$ cat config.mk
export PLATFORM = sky130hd
export DESIGN_NAME = hex_rotation_decoder
export DESIGN_NICKNAME = d
export VERILOG_FILES = /design/src/rtl/hex_rotation_decoder.sv
export SDC_FILE = /design/constraint.sdc
export NUM_CORES = 1
export LEC_CHECK = 0
export BUFFER_PORTS_ARGS = -buffer_cell sky130_fd_sc_hd__buf_2
export CELL_PAD_IN_SITES_DETAIL_PLACEMENT = 1
export CELL_PAD_IN_SITES_GLOBAL_PLACEMENT = 1
export CORE_MARGIN = 4
export CORE_UTILIZATION = 38
export CTS_BUF_LIST = sky130_fd_sc_hd__clkbuf_4 sky130_fd_sc_hd__clkbuf_8 sky130_fd_sc_hd__clkbuf_16
export DETAILED_ROUTE_END_ITERATION = 10
export PLACE_DENSITY = 0.85
export SLEW_MARGIN = 20
export SYNTH_ARGS = -nofsm -noshare
export SYNTH_HDL_FRONTEND = slang
export SYNTH_SLANG_ARGS = --single-unit
$ cat constraint.sdc
create_clock -name CLOCK_50 -period 2 [get_ports CLOCK_50]
set_input_delay 0.3 -clock CLOCK_50 [delete_from_list [all_inputs] [get_ports CLOCK_50]]
set_output_delay 0.3 -clock CLOCK_50 [all_outputs]
set_load 0.01 [all_outputs]
$ cat src/rtl/hex_rotation_decoder.sv
// rtl/hex_rotation_decoder.sv - recovers the A/G/P/F rotation code from four debounced HEX buses
// Optional FAULT entry counter on ERR_CNT is built when HEX_ROT_DEC_ERRCNT_EN is defined.
module hex_rotation_decoder #(
  parameter int unsigned STABLE_CYCLES = 16
) (
  input  logic       CLOCK_50,
  input  logic       RESETN,
  input  logic [0:6] HEX0,
  input  logic [0:6] HEX1,
  input  logic [0:6] HEX2,
  input  logic [0:6] HEX3,
  output logic [1:0] ROT,
  output logic       BLANK,
  output logic       LOCKED,
  output logic       VALID,
  output logic       ERR,
  output logic [7:0] ERR_CNT
);

  localparam logic [1:0] ST_IDLE   = 2'd0;
  localparam logic [1:0] ST_SETTLE = 2'd1;
  localparam logic [1:0] ST_LOCKED = 2'd2;
  localparam logic [1:0] ST_FAULT  = 2'd3;

  localparam logic [15:0] STABLE_MAX = 16'(STABLE_CYCLES);

  // Returns {is_letter, letter_index}; argument bit 6 is segment a.
  function automatic logic [2:0] letter_decode(input logic [6:0] p);
    case (p)
      7'b0001000: letter_decode = 3'b100;
      7'b0100001: letter_decode = 3'b101;
      7'b0011000: letter_decode = 3'b110;
      7'b0111000: letter_decode = 3'b111;
      default:    letter_decode = 3'b000;
    endcase
  endfunction

  logic [27:0] hex_in;
  logic [27:0] s_q;
  logic [15:0] cnt_q, cnt_d;
  logic [1:0]  state_q, state_d;
  logic [1:0]  rot_q, rot_d;
  logic        blank_q, blank_d;
  logic        locked_q, locked_d;
  logic        valid_q, valid_d;
  logic        err_q, err_d;

  logic [2:0]  dec0, dec1, dec2, dec3;
  logic [1:0]  r0, r1, r2, r3;
  logic        changed, decide, consistent, all_blank;

  assign hex_in = {HEX3, HEX2, HEX1, HEX0};

  // Classification works on the registered sample only, so no HEX-to-output path exists.
  assign dec0 = letter_decode(s_q[6:0]);
  assign dec1 = letter_decode(s_q[13:7]);
  assign dec2 = letter_decode(s_q[20:14]);
  assign dec3 = letter_decode(s_q[27:21]);

  assign r0 = 2'd0 - dec0[1:0];
  assign r1 = 2'd1 - dec1[1:0];
  assign r2 = 2'd2 - dec2[1:0];
  assign r3 = 2'd3 - dec3[1:0];

  assign consistent = dec0[2] && dec1[2] && dec2[2] && dec3[2] &&
                      (r0 == r1) && (r0 == r2) && (r0 == r3);
  assign all_blank  = (s_q == 28'hFFF_FFFF);

  assign changed = (hex_in != s_q);
  // A frame change landing on the deciding edge suppresses the decision.
  assign decide  = !changed && (cnt_q == STABLE_MAX - 16'd1);

  always_comb begin
    cnt_d    = changed ? 16'd0 : ((cnt_q == STABLE_MAX) ? cnt_q : cnt_q + 16'd1);
    state_d  = state_q;
    rot_d    = rot_q;
    blank_d  = blank_q;
    locked_d = locked_q;
    valid_d  = 1'b0;
    err_d    = err_q;
    case (state_q)
      ST_IDLE: begin
        state_d = ST_SETTLE;
        cnt_d   = 16'd0;
      end
      ST_SETTLE: begin
        if (decide) begin
          if (consistent) begin
            state_d  = ST_LOCKED;
            rot_d    = r0;
            blank_d  = 1'b0;
            locked_d = 1'b1;
            valid_d  = 1'b1;
          end else if (all_blank) begin
            state_d  = ST_LOCKED;
            blank_d  = 1'b1;
            locked_d = 1'b1;
          end else begin
            state_d  = ST_FAULT;
            err_d    = 1'b1;
          end
        end
      end
      ST_LOCKED: begin
        if (changed) begin
          state_d  = ST_SETTLE;
          locked_d = 1'b0;
          blank_d  = 1'b0;
        end
      end
      default: begin
        if (changed) begin
          state_d = ST_SETTLE;
          err_d   = 1'b0;
        end
      end
    endcase
  end

  always_ff @(posedge CLOCK_50) begin
    if (!RESETN) begin
      s_q      <= 28'hFFF_FFFF;
      cnt_q    <= 16'd0;
      state_q  <= ST_IDLE;
      rot_q    <= 2'd0;
      blank_q  <= 1'b0;
      locked_q <= 1'b0;
      valid_q  <= 1'b0;
      err_q    <= 1'b0;
    end else begin
      s_q      <= hex_in;
      cnt_q    <= cnt_d;
      state_q  <= state_d;
      rot_q    <= rot_d;
      blank_q  <= blank_d;
      locked_q <= locked_d;
      valid_q  <= valid_d;
      err_q    <= err_d;
    end
  end

`ifdef HEX_ROT_DEC_ERRCNT_EN
  logic [7:0] err_cnt_q;

  always_ff @(posedge CLOCK_50) begin
    if (!RESETN) begin
      err_cnt_q <= 8'd0;
    end else if (state_q == ST_SETTLE && state_d == ST_FAULT && err_cnt_q != 8'd255) begin
      err_cnt_q <= err_cnt_q + 8'd1;
    end
  end

  assign ERR_CNT = err_cnt_q;
`else
  assign ERR_CNT = 8'd0;
`endif

  assign ROT    = rot_q;
  assign BLANK  = blank_q;
  assign LOCKED = locked_q;
  assign VALID  = valid_q;
  assign ERR    = err_q;

endmodule

==> impl_metrics.json <==
{
  "status": "complete, but fails checks",
  "violations": "negative setup slack",
  "slowest_stage": "or4_4",
  "final_hold_viol_count": 0,
  "drt_iter0_drc": 101,
  "hpwl_mm": 5.488,
  "setup_ws_ps": -84.66,
  "drv_cap": 0,
  "syn_area_um2": 2686,
  "start_util": 0.3932,
  "viasPerCell": 5.234,
  "hold_depth": 2,
  "grt_antenna_before_repair": 0,
  "arrival_ps": 2320,
  "grt_pass1_wl_mm": 11.57,
  "dominantRegCellSynth": "dfxtp_1",
  "final_area_um2": 3570,
  "r2r_setup_slack_ps": -80,
  "fin_nets": 400,
  "ys_ff_latch": 52,
  "track_usage": 0.1703,
  "dr_total_vias": 2434,
  "async_flop_share": 0,
  "yosysSeqAreaShare": 0.3875,
  "syn_area_per_cell_um2": 9.015,
  "place_ws_ps": -143.6,
  "synth_top_family_by_area": "simple AND/OR/NAND/NOR gates",
  "start_kind": "register",
  "diodes": 0,
  "finalNonFillerCells": 465,
  "clkLatencyLatePin_ps": 330,
  "drive_above_1_share": 0.3848,
  "fin_crit_sh": 1.042,
  "drc": 0,
  "die-area_um2": 8479,
  "crit_buf_inv": 0,
  "leakagePower_nw": 1.430,
  "rsz0062_at_grt": "true",
  "clkSinkCount": 52,
  "core_um2": 6832,
  "crit_type": "reg2reg",
  "row_count": 30,
  "drv_slew": 0,
  "syn2layout_area_growth_pct": 32.88,
  "fin_skew_ps": 14.36,
  "grt_pass1_vias": 2427,
  "setup_violations": 4,
  "worstPathCellList": "and3b_1 -> o211ai_1 -> and4b_1 -> nor2_2 -> or4_4 -> nor4_4",
  "slowest_delay_ps": 550,
  "numCtsBuffers": 5,
  "critical_path_depth": 6,
  "place_inst": 447,
  "r2r-start": "s_q[11]",
  "synth_edf_count": 0,
  "ys_warn_count": 0,
  "ys_types": 49,
  "period_needed_ps": 2085,
  "min_from": "HEX0[1]",
  "synth_cells": 298,
  "grt_max_degree": 38,
  "synth-compound-area-share": 0.06381,
  "worst-endpoint-required_ps": 2240,
  "cts_tree": "built",
  "synth_fa_ha_area_frac": 0.009315,
  "r2r_end": "VALID",
  "synth-simple-area-share": 0.3437,
  "ir_drop_v": 0.0004207,
  "wirelength_mm": 7.827,
  "cts-root-buf": "clkbuf_8",
  "die_x_um": 92.08,
  "rr_worst_depth": 6,
  "wl_per_cell_um": 16.83,
  "die_h_um": 92.08,
  "hold_path_class": "in2reg",
  "holdWs_ps": 176.3,
  "muxShareOfSynthArea": 0.01584,
  "end_kind": "register",
  "min_to": "s_q[5]",
  "cp_max_fo": 6,
  "power.density_nw_per_um2": 559.7,
  "numPortBuffers": 35,
  "clock.fmax_ghz": 0.4797,
  "postRouteAntennaNets": 0,
  "dpl_cell_area_um2": 3114,
  "clk_pin_slew_ps": 110,
  "ctsHoldBuffers": 0,
  "clk_path_buf_depth": 2,
  "gp_congestion": 0.9098,
  "cts_max_level": 2,
  "overflow": 0,
  "synth_xor_area_frac": 0.1369,
  "path_delay_family": "simple AND/OR/NAND/NOR gates",
  "firstDrtPassIters": 4,
  "io_pins": 44
}
[report_power, final]
group	internal, mW	leakage [nW]	total [mW]	switching (mW)
clock	0.256	0.0487	0.645	0.389
sequential	1.07	0.426	1.11	0.0488
combinational	0.125	0.955	0.238	0.113
[synthesized netlist by cell type, types with 4 or more instances]
cell type	instances	share of area
nand4_1	17	0.040
xnor2_1	31	0.10
nor3b_1	4	0.011
buf_4	8	0.022
inv_1	6	0.0084
nand2b_1	32	0.075
clkbuf_1	5	0.0070
and3_1	6	0.014
nor4_1	6	0.014
nor3_1	5	0.0093
xor2_1	11	0.036
o211ai_1	4	0.011
nor2_1	30	0.042
nand2_1	19	0.027
nand3_1	10	0.019
dfxtp_1	52	0.39
[sequential cells by signal, indices dropped and copies added, names as in the netlist]
register	flops
LOCKED	1
s_q	28
state_q	2
cnt_q	16
VALID	1
ERR	1
BLANK	1
ROT	2
[worst max path at each step]
stage | startpoint | end | slack, ps
floorplan | s_q[0] | VALID | 60
global route | s_q[14] | VALID | -190
CTS | s_q[21] | VALID | -40
detailed placement | s_q[22] | VALID | -140
finish | s_q[11] | VALID | -80
global placement | s_q[16] | VALID | -70
[cells by family (layout without fill, tap and decap cells)]
logic type,count (synthesis),count (layout)
AO/OA/AOI/OAI,22,22
XOR/XNOR,42,42
adder cells (fa/ha/maj),2,2
buffers and inverters,21,85
flip-flops,52,52
multiplexers,4,4
other,1,8
AND/OR/NAND/NOR,154,154
[what timing repair did]
| item | 4_1_cts | 5_1_grt |
|---|---|---|
| pin swaps | 2 | 18 |
| gates cloned | 0 | 1 |
| resized for setup | 12 | 66 |
| endpoints found under the setup margin | 11 | 22 |
| endpoints found under the hold margin | 0 | 0 |
| buffers inserted | 0 | 9 |
[final cells by class]
class                      instances  area (um2)
clock buffer                       5       68.82
tap                               96       120.1
sequential                        52        1080
clock inverter                     3       26.28
timing repair buffer              71       464.2
multi-input combinational        232        1788
inverter                           6       22.52
fill                             818        3262
[layout by cell type, fill, tap and decap left out, types with 2 or more instances in the layout]
master / netlist / routed
a21boi_0: 2 / 2
a21oi_1: 3 / 3
a31o_2: 2 / 2
and3_1: 6 / 5
and3b_1: 3 / 3
and4bb_2: 2 / 2
buf_2: 2 / 35
buf_4: 8 / 31
buf_6: 0 / 5
clkbuf_8: 0 / 5
clkinv_4: 0 / 2
conb_1: 1 / 8
dfxtp_1: 52 / 33
dfxtp_2: 0 / 13
dfxtp_4: 0 / 6
ha_1: 2 / 2
inv_1: 6 / 6
mux2_2: 2 / 2
mux2i_1: 2 / 2
nand2_1: 19 / 16
nand2_4: 0 / 2
nand2b_1: 32 / 32
nand3_1: 10 / 9
nand4_1: 17 / 17
nor2_1: 30 / 20
nor2_2: 1 / 4
nor2_4: 0 / 7
nor3_1: 5 / 3
nor3_4: 0 / 3
nor3b_1: 4 / 4
nor4_2: 3 / 4
nor4_4: 0 / 4
nor4b_1: 2 / 2
nor4bb_1: 3 / 2
o211ai_1: 4 / 4
o21ai_0: 2 / 2
xnor2_1: 31 / 27
xnor2_2: 0 / 4
xor2_1: 11 / 11
[routing by layer]
layer / track usage / up-vias / wire [um]
li1: - / 1162 / -
met1: 0.1919 / 1203 / 3034
met2: 0.3029 / 51 / 4291
met3: 0.03692 / 18 / 249
met4: 0.08168 / 0 / 250
met5: 0 / - / 0
[stage by stage]
step	TNS [ps]	power, mW	util
after floorplan	0	1.251	-
after global placement	-76.33	1.325	0.4559
after detailed placement	-405.1	1.337	0.4559
after CTS	-39.45	1.990	0.4755
after global routing	-1512	2.097	0.5225
final	-201.5	1.998	0.5225
(Power assumes the default switching activity.)
